===== src/rtl/regfile_wbck.sv =====
// Write-back arbiter and long-latency scoreboard for the integer register file.
// Optional operand forwarding from the in-flight write is enabled by defining WBCK_BYPASS_EN.

`ifndef RFIDX_WIDTH
`define RFIDX_WIDTH 5
`endif

module regfile_wbck #(
    parameter int FIFO_DEPTH = 2
) (
    input  logic                      clk,
    input  logic                      rst_n,

    input  logic                      i_alu_valid,
    output logic                      o_alu_ready,
    input  logic [`RFIDX_WIDTH-1:0]   i_alu_rdidx,
    input  logic [31:0]               i_alu_rd,

    input  logic                      i_long_valid,
    output logic                      o_long_ready,
    input  logic [`RFIDX_WIDTH-1:0]   i_long_rdidx,
    input  logic [31:0]               i_long_rd,

    output logic                      o_rden,
    output logic [`RFIDX_WIDTH-1:0]   o_rdidx,
    output logic [31:0]               o_rd,

    input  logic                      i_disp_valid,
    input  logic                      i_disp_long,
    input  logic [`RFIDX_WIDTH-1:0]   i_disp_rdidx,

    input  logic                      i_chk_rs1en,
    input  logic                      i_chk_rs2en,
    input  logic                      i_chk_rden,
    input  logic [`RFIDX_WIDTH-1:0]   i_chk_rs1idx,
    input  logic [`RFIDX_WIDTH-1:0]   i_chk_rs2idx,
    input  logic [`RFIDX_WIDTH-1:0]   i_chk_rdidx,
    output logic                      o_stall,

    input  logic [31:0]               i_rf_rs1,
    input  logic [31:0]               i_rf_rs2,
    output logic [31:0]               o_op1,
    output logic [31:0]               o_op2
);

    localparam int RW = `RFIDX_WIDTH;
    localparam int PW = $clog2(FIFO_DEPTH);
    localparam int CW = PW + 1;

    logic [RW-1:0] fifo_idx_q [FIFO_DEPTH];
    logic [RW-1:0] fifo_idx_d [FIFO_DEPTH];
    logic [31:0]   fifo_rd_q  [FIFO_DEPTH];
    logic [31:0]   fifo_rd_d  [FIFO_DEPTH];
    logic [PW-1:0] wptr_q, wptr_d;
    logic [PW-1:0] rptr_q, rptr_d;
    logic [CW-1:0] cnt_q, cnt_d;

    logic [31:0]   pending_q, pending_d;

    logic          rden_q, rden_d;
    logic [RW-1:0] rdidx_q, rdidx_d;
    logic [31:0]   rd_q, rd_d;

    logic          fifo_full;
    logic          fifo_empty;
    logic          alu_xfer;
    logic          enq;
    logic          deq;
    logic [RW-1:0] head_idx;
    logic [31:0]   head_rd;
    logic          hz_pend;
    logic          hz_fwd;

    // Ready depends only on the pre-dequeue count, so a full FIFO never enqueues.
    always_comb begin
        fifo_full    = (cnt_q == CW'(FIFO_DEPTH));
        fifo_empty   = (cnt_q == '0);
        o_alu_ready  = !fifo_full;
        o_long_ready = !fifo_full;
        alu_xfer     = i_alu_valid && !fifo_full;
        enq          = i_long_valid && !fifo_full;
        deq          = !fifo_empty && (fifo_full || !alu_xfer);
        head_idx     = fifo_idx_q[rptr_q];
        head_rd      = fifo_rd_q[rptr_q];
    end

    always_comb begin
        rden_d  = 1'b0;
        rdidx_d = '0;
        rd_d    = '0;
        if (alu_xfer) begin
            rden_d  = (i_alu_rdidx != '0);
            rdidx_d = i_alu_rdidx;
            rd_d    = i_alu_rd;
        end else if (deq) begin
            rden_d  = (head_idx != '0);
            rdidx_d = head_idx;
            rd_d    = head_rd;
        end
    end

    always_comb begin
        fifo_idx_d = fifo_idx_q;
        fifo_rd_d  = fifo_rd_q;
        wptr_d     = wptr_q;
        rptr_d     = rptr_q;
        cnt_d      = cnt_q;
        if (enq) begin
            fifo_idx_d[wptr_q] = i_long_rdidx;
            fifo_rd_d[wptr_q]  = i_long_rd;
            wptr_d             = wptr_q + PW'(1);
        end
        if (deq) begin
            rptr_d = rptr_q + PW'(1);
        end
        case ({enq, deq})
            2'b10:   cnt_d = cnt_q + CW'(1);
            2'b01:   cnt_d = cnt_q - CW'(1);
            default: cnt_d = cnt_q;
        endcase
    end

    // Set is applied after clear so a same-cycle redispatch keeps the bit.
    always_comb begin
        pending_d = pending_q;
        if (deq) begin
            pending_d[head_idx] = 1'b0;
        end
        if (i_disp_valid && i_disp_long && (i_disp_rdidx != '0)) begin
            pending_d[i_disp_rdidx] = 1'b1;
        end
        pending_d[0] = 1'b0;
    end

    always_comb begin
        hz_pend = (i_chk_rs1en && (i_chk_rs1idx != '0) && pending_q[i_chk_rs1idx])
               || (i_chk_rs2en && (i_chk_rs2idx != '0) && pending_q[i_chk_rs2idx])
               || (i_chk_rden  && (i_chk_rdidx  != '0) && pending_q[i_chk_rdidx]);
`ifdef WBCK_BYPASS_EN
        hz_fwd = 1'b0;
        o_op1  = (rden_q && (rdidx_q == i_chk_rs1idx) && (i_chk_rs1idx != '0)) ? rd_q : i_rf_rs1;
        o_op2  = (rden_q && (rdidx_q == i_chk_rs2idx) && (i_chk_rs2idx != '0)) ? rd_q : i_rf_rs2;
`else
        // Without forwarding, a reader of the register being written waits one cycle for the commit.
        hz_fwd = (i_chk_rs1en && (i_chk_rs1idx != '0) && rden_q && (rdidx_q == i_chk_rs1idx))
              || (i_chk_rs2en && (i_chk_rs2idx != '0) && rden_q && (rdidx_q == i_chk_rs2idx));
        o_op1  = i_rf_rs1;
        o_op2  = i_rf_rs2;
`endif
        o_stall = hz_pend || hz_fwd;
    end

    always_ff @(posedge clk or negedge rst_n) begin
        if (!rst_n) begin
            for (int i = 0; i < FIFO_DEPTH; i++) begin
                fifo_idx_q[i] <= '0;
                fifo_rd_q[i]  <= '0;
            end
            wptr_q    <= '0;
            rptr_q    <= '0;
            cnt_q     <= '0;
            pending_q <= '0;
            rden_q    <= 1'b0;
            rdidx_q   <= '0;
            rd_q      <= '0;
        end else begin
            fifo_idx_q <= fifo_idx_d;
            fifo_rd_q  <= fifo_rd_d;
            wptr_q     <= wptr_d;
            rptr_q     <= rptr_d;
            cnt_q      <= cnt_d;
            pending_q  <= pending_d;
            rden_q     <= rden_d;
            rdidx_q    <= rdidx_d;
            rd_q       <= rd_d;
        end
    end

    assign o_rden  = rden_q;
    assign o_rdidx = rdidx_q;
    assign o_rd    = rd_q;

endmodule


===== config.mk =====
export PLATFORM = sky130hd
export DESIGN_NAME = regfile_wbck
export DESIGN_NICKNAME = d
export VERILOG_FILES = /design/src/rtl/regfile_wbck.sv
export SDC_FILE = /design/constraint.sdc
export NUM_CORES = 1
export LEC_CHECK = 0
export ABC_AREA = 1
export CAP_MARGIN = 20
export CORE_UTILIZATION = 35
export CTS_BUF_LIST = sky130_fd_sc_hd__clkbuf_2 sky130_fd_sc_hd__clkbuf_4 sky130_fd_sc_hd__clkbuf_8
export DETAILED_ROUTE_END_ITERATION = 7
export DONT_BUFFER_PORTS = 1
export PLACE_DENSITY_LB_ADDON = 0.12
export SLEW_MARGIN = 20
export SYNTH_ARGS = -nofsm -noshare
export SYNTH_HDL_FRONTEND = slang
export SYNTH_SLANG_ARGS = --single-unit

===== constraint.sdc =====
create_clock -name clk -period 3.7 [get_ports clk]
set_input_delay 0.37 -clock clk [delete_from_list [all_inputs] [get_ports clk]]
set_output_delay 0.37 -clock clk [all_outputs]
set_load 0.01 [all_outputs]

==> flow_summary.toml <==
[status]
status = "finished, violations left"
violations = "negative hold slack"

[logic_synthesis]
synth-compound-area-share_pct = 12.88
yosys.area_share.simple_pct = 20.00
synthAdderAreaFrac_pct = 0.1611
synth_edf_count = 0
synth_cell_types = 35
syn_inst = 962
synthXorXnorAreaFrac_pct = 0.7892
muxShareOfSynthArea_pct = 4.284
async_flop_share_pct = 100.0
synth.net_count = 1130
synth_ff_type = "dfrtp_1"
yosys_warnings = 0
synthesis.area_um2 = 7769
synth_top_family_by_area = "simple AND/OR/NAND/NOR gates"
ys_seq_elements = 147
seq_area_frac_synth_pct = 47.35
synth_area_per_cell_um2 = 8.076

[floorplanning]
core_um2 = 21820
die_x_um = 151.0
io_pins = 272
die_h_um = 151.0
initial_utilization_pct = 35.60
dieArea_um2 = 22800
rows = 54

[sta]
min_period_ns = 2.158
max_freq_mhz = 463.5
max-slew-margin-rel_pct = 53.93
rsz0062_at_grt = "false"
fin_skew_ns = 0.009391
holdWs_ns = -0.3859
finalHoldViolCount = 147
slew_violations = 0
tns_ns = 0
tightest_slew_ns = 0.6901
final-setup-viol-count = 0
post-route-period-util_pct = 58.31

[clock_network]
clk_transition_reported_paths_ns = 0.08
cts_tree = "yes"
clock_latency_ns = 0.45
clock_tree.root_cell = "clkbuf_8"
cts_made_buffers = 17
cts_max_level = 4
postCtsSetupBuffers = 0
cts.sink_count = 147
ctsLongestPathBuffers = 2
post_cts_resized = 0

[pwr]
pwr_density_cell_nw_per_um2 = 825.7
internal_power_uw = 3909
seqPwrFrac_pct = 45.9
irDropWorstVdd_mv = 0.3091
pwr-share-comb_pct = 32.3
p_sw_share_pct = 39.89
leakage_uw = 0.003846
power.switching_uw = 2594
clockPowerShare_pct = 21.7

[place]
hpwl_um = 14030
gp_congestion = 0.8135
place_inst = 1140
io_buffers = 0

[cells_and_area]
multiInputGateArea_um2 = 2967
fillers = 2335
final_common_cell = "nand2_1"
synthToLayoutAreaGrowth_pct = 1.369
drive_gt1_share_pct = 5.605
nets = 1047
fin_util_pct = 36.09
final_cells = 1172
regArea_um2 = 3680
mostFrequentLayoutCells = "243 x nand2_1, 153 x o21ai_0, 146 x dfrtp_1"
n_antenna_cell = 0

[setup_path]
r2r_slack_ns = 1.54
rr_endpoint = "pending_q[23]"
critPathRequiredTime_ns = 4.03
r2r-start = "rptr_q"
cpPeakStageDelay_ns = 0.75
slowest_stage = "dfrtp_2"
cp_cell_sequence = "buf_4 -> o21ai_2 -> inv_1 -> nand3_1 -> o21ai_0 -> o21ai_0"
critPathTopFamily = "flip-flops"
worstSetupPathType = "flip-flop to flip-flop"
worstPathArrival_ns = 2.49
start_kind = "flip-flop"
critPathBufInv = 2
path_max_fanout = 22
cp-end-kind = "flip-flop"
cpMostUsedCell = "o21ai_0"
reg2reg_depth = 6

[global_route]
track_usage_pct = 18.28
grt_overflow = 0
grt_pass1_wl_um = 31480
antenna_found_initial = 0
grt_max_degree = 148
grt_pass1_vias = 5793

[routing]
ant_nets = 0
drtIter0Drc = 293
routed_wl_um = 20210
drc = 0
drtPass1Iterations = 5
vias = 5783
via_per_inst = 4.934
wire_per_inst_um = 17.25

[run]
maxCapViolCount = 0

[worst_hold_path]
holdCritPathClass = "input pin to async pin"
[cells in the mapped netlist, types with 2 or more instances]
master	number	area, µm²
o31ai_1	3	22.52
buf_6	8	90.09
nand3_1	93	465.5
clkinv_1	2	7.510
o21ai_0	153	765.7
buf_1	2	7.510
buf_4	68	510.5
nand4_1	3	18.77
xor2_1	4	35.03
a21oi_1	2	10.01
xnor2_1	3	26.28
o21ai_1	26	130.1
nor3_1	3	15.01
buf_2	14	70.07
inv_2	2	7.510
nor2_1	19	71.32
inv_1	102	382.9
o211ai_1	2	15.01
o22ai_1	4	25.02
dfrtp_1	147	3679
mux2i_1	31	310.3
clkbuf_1	14	52.55
nand2_2	3	18.77
nand2_1	243	912.1
[layer usage]
metal	wire length [µm]	share of wire (%)	global-route usage [%]
met2	9662	48	30.11
met4	341	1.7	6.350
met1	8833	44	22.66
met3	1375	6.8	5.452
met5	0	0	0
[power by group through the flow]
| stage | logic [µW] | registers, µW | clock network, µW |
|---|---|---|---|
| floorplan | 1860 | 2790 | 0 |
| global placement | 2130 | 3010 | 0 |
| detailed placement | 2160 | 3010 | 0 |
| CTS | 2160 | 2990 | 1460 |
| global route | 2440 | 3090 | 1520 |
| finish | 2100 | 2990 | 1410 |
[worst max-delay path by stage]
stage	startpoint	cells past startpoint	end
after floorplan	i_chk_rdidx[0]	12	o_stall
after global placement	rptr_q	6	pending_q[12]
after detailed placement	rptr_q	6	pending_q[15]
after CTS	rptr_q	6	pending_q[15]
after global routing	rptr_q	6	pending_q[28]
final	rptr_q	6	pending_q[23]
[registers in the layout, indices dropped and copies added (netlist names)]
register	cells
fifo_idx_q	10
rptr_q	1
cnt_q	2
o_rdidx	5
wptr_q	1
o_rden	1
fifo_rd_q	64
pending_q	31
o_rd	32
[stage by stage]
stage	hold slack, ns	area (µm²)	total power (µW)	setup slack, ns
2_1_floorplan	0.07441	7769	4649	1.947
3_3_place_gp	0.07694	7425	5144	1.529
3_5_place_dp	0.07744	7425	5170	1.511
4_1_cts	-0.4289	7875	6605	1.487
5_1_grt	-0.4251	7875	7050	1.305
6_report	-0.3859	7875	6503	1.542
[cells by family after synthesis]
group,after synthesis
buffers and inverters,212
AND/OR/NAND/NOR,370
multiplexers,32
AO/OA/AOI/OAI,193
XOR/XNOR,7
flip-flops,147
adder cells (fa/ha/maj),1
[cell type report]
cell class,instances,area share (%)
Clock inverter,11,2.208
Timing Repair Buffer,4,0.3813
Sequential cell,147,46.73
Tap cell,280,4.449
Multi-Input combinational cell,603,37.67
Inverter,106,5.052
Clock buffer,21,3.511
[worst register-to-register path: cells and delay by family, from the launching register on]
family / cells / cell delay [ns]
AOI/OAI and AO/OA: 3 / 0.49
buffers and inverters: 2 / 0.62
DFF: 1 / 0.75
and+or+nand+nor: 1 / 0.17
No activity file was read; power rests on OpenSTA's default activity.
